## src/rtl/song_reader.sv

```systemverilog
// Song ROM sequencer: walks the 32 entries of the selected song, dispatches note
// entries to the note players round-robin and holds on wait entries for N beats.
module song_reader #(
   parameter int NUM_PLAYERS = 3
) (
   input  logic        clk,
   input  logic        reset,
   input  logic        play,
   input  logic [1:0]  song,
   input  logic        beat,
   output logic [6:0]  rom_addr,
   input  logic [15:0] rom_dout,
   output logic [5:0]  note_out,
   output logic [5:0]  duration_out,
   output logic [2:0]  meta_out,
   output logic [2:0]  load_note,
   output logic        song_done
);

   typedef enum logic [2:0] {
      IDLE,
      FETCH,
      ROM_WAIT,
      DECODE,
      WAIT_BEATS,
      DONE
   } state_t;

   state_t      state, state_n;
   logic [1:0]  song_r;
   logic [4:0]  note_index;
   logic [1:0]  slot;
   logic [5:0]  beat_cnt;
   logic [2:0]  load_q;
   logic        done_q;

   logic        song_chg;
   logic        last_entry;
   logic        entry_is_wait;
   logic [5:0]  entry_count;
   logic        dispatch;
   logic        wait_load;
   logic        beat_dec;
   logic        advance;

   assign song_chg      = (song != song_r);
   assign last_entry    = (note_index == 5'd31);
   assign entry_is_wait = rom_dout[15];
   assign entry_count   = rom_dout[14:9];

   // Pulses are masked the moment play drops so nothing reaches a player while paused.
   assign load_note = load_q & {3{play}};
   assign song_done = done_q & play;

   always_ff @(posedge clk) begin
      if (reset) state <= IDLE;
      else       state <= state_n;
   end

   always_comb begin
      state_n   = state;
      dispatch  = 1'b0;
      wait_load = 1'b0;
      beat_dec  = 1'b0;
      advance   = 1'b0;
      if (song_chg) begin
         state_n = IDLE;
      end else if (play) begin
         case (state)
            IDLE:     state_n = FETCH;
            FETCH:    state_n = ROM_WAIT;
            ROM_WAIT: state_n = DECODE;
            DECODE: begin
               if (!entry_is_wait) begin
                  dispatch = 1'b1;
                  advance  = 1'b1;
               end else if (entry_count == 6'd0) begin
                  advance = 1'b1;
               end else begin
                  wait_load = 1'b1;
                  state_n   = WAIT_BEATS;
               end
            end
            WAIT_BEATS: begin
               if (beat) begin
                  beat_dec = 1'b1;
                  advance  = (beat_cnt == 6'd1);
               end
            end
            DONE:    state_n = DONE;
            default: state_n = IDLE;
         endcase
         if (advance) state_n = last_entry ? DONE : FETCH;
      end
   end

   always_ff @(posedge clk) begin
      if (reset) begin
         song_r       <= 2'd0;
         rom_addr     <= 7'd0;
         note_index   <= 5'd0;
         slot         <= 2'd0;
         beat_cnt     <= 6'd0;
         note_out     <= 6'd0;
         duration_out <= 6'd0;
         meta_out     <= 3'd0;
         load_q       <= 3'd0;
         done_q       <= 1'b0;
      end else begin
         song_r <= song;
         load_q <= 3'd0;
         done_q <= 1'b0;
         if (song_chg) begin
            note_index <= 5'd0;
            beat_cnt   <= 6'd0;
            slot       <= 2'd0;
         end else if (play) begin
            if (state == IDLE) begin
               note_index <= 5'd0;
               slot       <= 2'd0;
               rom_addr   <= {song, 5'd0};
            end
            if (dispatch) begin
               note_out     <= rom_dout[14:9];
               duration_out <= rom_dout[8:3];
               meta_out     <= rom_dout[2:0];
               load_q       <= 3'b001 << slot;
               slot         <= (slot == 2'(NUM_PLAYERS - 1)) ? 2'd0 : slot + 2'd1;
            end
            if (wait_load) beat_cnt <= entry_count;
            if (beat_dec)  beat_cnt <= beat_cnt - 6'd1;
            // The address for the next entry is presented on the same edge that enters FETCH.
            if (advance) begin
               if (last_entry) begin
                  note_index <= 5'd0;
                  done_q     <= 1'b1;
               end else begin
                  note_index <= note_index + 5'd1;
                  rom_addr   <= {song, note_index + 5'd1};
               end
            end
         end
      end
   end

endmodule
```

## config.mk

```make
export PLATFORM = sky130hd
export DESIGN_NAME = song_reader
export DESIGN_NICKNAME = d
export VERILOG_FILES = /design/src/rtl/song_reader.sv
export SDC_FILE = /design/constraint.sdc
export NUM_CORES = 1
export LEC_CHECK = 0
export CAP_MARGIN = 20
export CORE_UTILIZATION = 50
export CTS_CLUSTER_DIAMETER = 150
export CTS_CLUSTER_SIZE = 28
export DETAILED_ROUTE_END_ITERATION = 10
export PLACE_DENSITY_LB_ADDON = 0.05
export SYNTH_ARGS = -nofsm -noshare
export SYNTH_HDL_FRONTEND = slang
export SYNTH_SLANG_ARGS = --single-unit
```

## constraint.sdc

```tcl
create_clock -name clk -period 3.85 [get_ports clk]
set_clock_uncertainty 0.05 [all_clocks]
set_input_delay 0.77 -clock clk [delete_from_list [all_inputs] [get_ports clk]]
set_output_delay 0.77 -clock clk [all_outputs]
set_load 0.005 [all_outputs]
```

==> summary.md <==
| Metric | Value |
|---|---|
| Share of cells above drive strength 1 | `8.71%` |
| IO Pins | `48` |
| DR pass1 iterations | `5` |
| Asr flop ratio synth | `0%` |
| Antenna violations before repair | `0` |
| Post-route ant nets | `0` |
| Worst Setup Path Type | `in -> out` |
| Synth unique cells | `47` |
| HPWL after DPL | `3.41 mm` |
| Lkg Pwr | `0.906 nW` |
| Post-CTS sizing | `0` |
| Global route overflow | `0` |
| First-pass GRT wire length | `7.87 mm` |
| Synth Warn # | `0` |
| CTS root buffer | `clkbuf_8` |
| Setup Viol. Count Final | `0` |
| Fin. Hold Viols | `0` |
| Die Wd | `66.0 um` |
| Worst slew margin | `54.0%` |
| Wirelength per Cell | `14.2 um` |
| Worst skew pair latency | `0.30 ns` |
| Post-Layout Cell Count | `335` |
| CP arrival | `2.19 ns` |
| CP endpoint kind | `output pin` |
| DRC | `0` |
| Mapped Cells | `237` |
| PD cells | `307 nW/um2` |
| Ant diodes | `0` |
| Syn Std Cell Area | `2050 um2` |
| Placer congestion estimate | `0.775` |
| Final setup TNS | `0 ns` |
| Final period util | `78.3%` |
| Status | `finished clean` |
| Num rows | `22` |
| Most common cell after layout, fill and taps aside | `clkdlybuf4s50_1` |
| Sequential fraction of the synthesis area | `43.0%` |
| EDFF count, synth | `0` |
| Most frequent cells in the layout | `clkdlybuf4s50_1 (47), dfxtp_1 (44), nand2_1 (38)` |
| CTS tree | `done` |
| Initial Util | `53.9%` |
| Tightest Hold Check Type | `reg -> reg` |
| IO Port Bufs | `47` |
| Initial DRC count | `131` |
| Post CTS Setup Buffer Count | `0` |
| Placed Cells | `327` |
| Via-to-Cell Ratio | `5.68` |
| VDD IR-drop max | `0.268 mV` |
| CP Max Fanout | `12` |
| Gr usage total | `24.1%` |
| Final Critical Period | `3.01 ns` |
| Area growth, synth to finish | `30.1%` |
| Core Region | `3800 um2` |
| Die footprint | `4360 um2` |
| Clk slew on worst S/H paths | `0.08 ns` |
| Post-Syn Area per Cell | `8.64 um2` |
| Top_reg_cell synth | `dfxtp_1` |
| Mapped Nets | `263` |
| CTS Hold Bufs | `0` |
| H-tree levels | `2` |
| Final #Nets | `312` |
| Worst slew pin tran | `0.685 ns` |
| Die H | `66.0 um` |
| Max-slew violations | `0` |
| Crit path launch type | `input pin` |
| Final WL | `4.76 mm` |
| Vias in the first global route | `1,699` |
| Largest net degree at the start of global routing | `27` |
| CTS buffer count | `5` |
| RSZ-0062 raised after global routing | `false` |
| Clock Path Buffers | `2` |
| Synth Register Bits | `44` |
| Max Cap Violations | `0` |
| FMAX | `332 MHz` |
| Vias post-DR | `1,902` |
| Clock Sinks | `44` |
| Worst Path Required | `3.03 ns` |
critical path, cell delays in order:
cell,delay [ns]
clkdlybuf4s50_1,0.73
and2_1,0.19
clkdlybuf4s50_1,0.50
cells by family after synthesis:
logic type               Yosys count  share of synthesized area, %
AND/OR/NAND/NOR                  106                          29.6
AO/OA/AOI/OAI                     59                          17.7
flip-flops                        44                          43.0
buffers and inverters             17                          3.54
XOR/XNOR                           6                          3.30
adder cells (fa/ha/maj)            4                          2.44
multiplexers                       1                         0.489
final timing paths:
| check | start | to | slack (ns) | depth (start not counted) |
|---|---|---|---|---|
| min | note_out[3]$_SDFFE_PP0P_ | note_out[3]$_SDFFE_PP0P_ | 0.41 | 2 |
| max reg2reg | note_index[0]$_SDFFE_PP0P_ | rom_addr[2]$_SDFFE_PP0P_ | 1.37 | 8 |
| max | play | load_note[2] | 0.84 | 3 |
| min reg2reg | note_out[3]$_SDFFE_PP0P_ | note_out[3]$_SDFFE_PP0P_ | 0.41 | 2 |
through the flow:
stage	hold WS, ns	worst slack [ns]	power [mW]	utilization, %	instance area, um2
floorplan	0.401	1.67	0.502	-	2050
global placement	0.392	0.854	0.538	67.9	2580
detailed placement	0.398	0.824	0.539	67.9	2580
CTS	0.410	0.825	0.822	70.2	2670
global route	0.438	0.781	0.847	70.2	2670
finish	0.406	0.835	0.818	70.2	2670
state kept, by name (all words and copies together), names as in the netlist, 3 cells and up:
name          count
note_out          6
state             3
duration_out      6
meta_out          3
beat_cnt          6
rom_addr          7
load_q            3
note_index        5
Yosys cell counts, drive strengths merged (2+ instances only):
library cell,instances,area share [%]
ha,4,2.4
clkbuf,7,1.3
and2,5,1.5
nor3,8,2.2
xor2,2,0.86
nand3,9,2.2
nor4,3,1.2
or3,3,0.92
nor2b,3,0.92
dfxtp,44,43
buf,5,1.3
nand2b,3,0.92
o21a,4,1.5
a2111oi,2,1.2
inv,5,0.92
xnor2,4,2.4
a21oi,30,7.3
a21boi,2,0.73
o21ai,10,2.4
a31oi,4,1.2
nor4b,3,2.6
nor2,9,1.6
nand4,8,3.2
nand3b,5,1.8
and3,3,0.92
nand2,38,7.0
a32o,2,0.98
layer usage:
| layer | GRT usage [%] | wire length (um) |
|---|---|---|
| met2 | 37.1 | 2200 |
| met4 | 9.57 | 75 |
| met5 | 0 | 0 |
| met3 | 5.00 | 222 |
| met1 | 32.9 | 2260 |
final cells by class:
| cell class | instances | area (um2) |
|---|---|---|
| Timing Repair Buffer | 54 | 523 |
| Tap cell | 48 | 60.1 |
| Clock buffer | 5 | 68.8 |
| Inverter | 5 | 18.8 |
| Fill cell | 332 | 1130 |
| Clock inverter | 3 | 18.8 |
| Multi-Input combinational cell | 176 | 1090 |
| Sequential cell | 44 | 881 |
report_power, final:
group          internal (mW)  switching (mW)  total (mW)
clock network          0.127           0.163       0.290
logic                 0.0331          0.0358      0.0689
registers              0.457         0.00274       0.460
No activity file was read; power rests on OpenSTA's default activity.
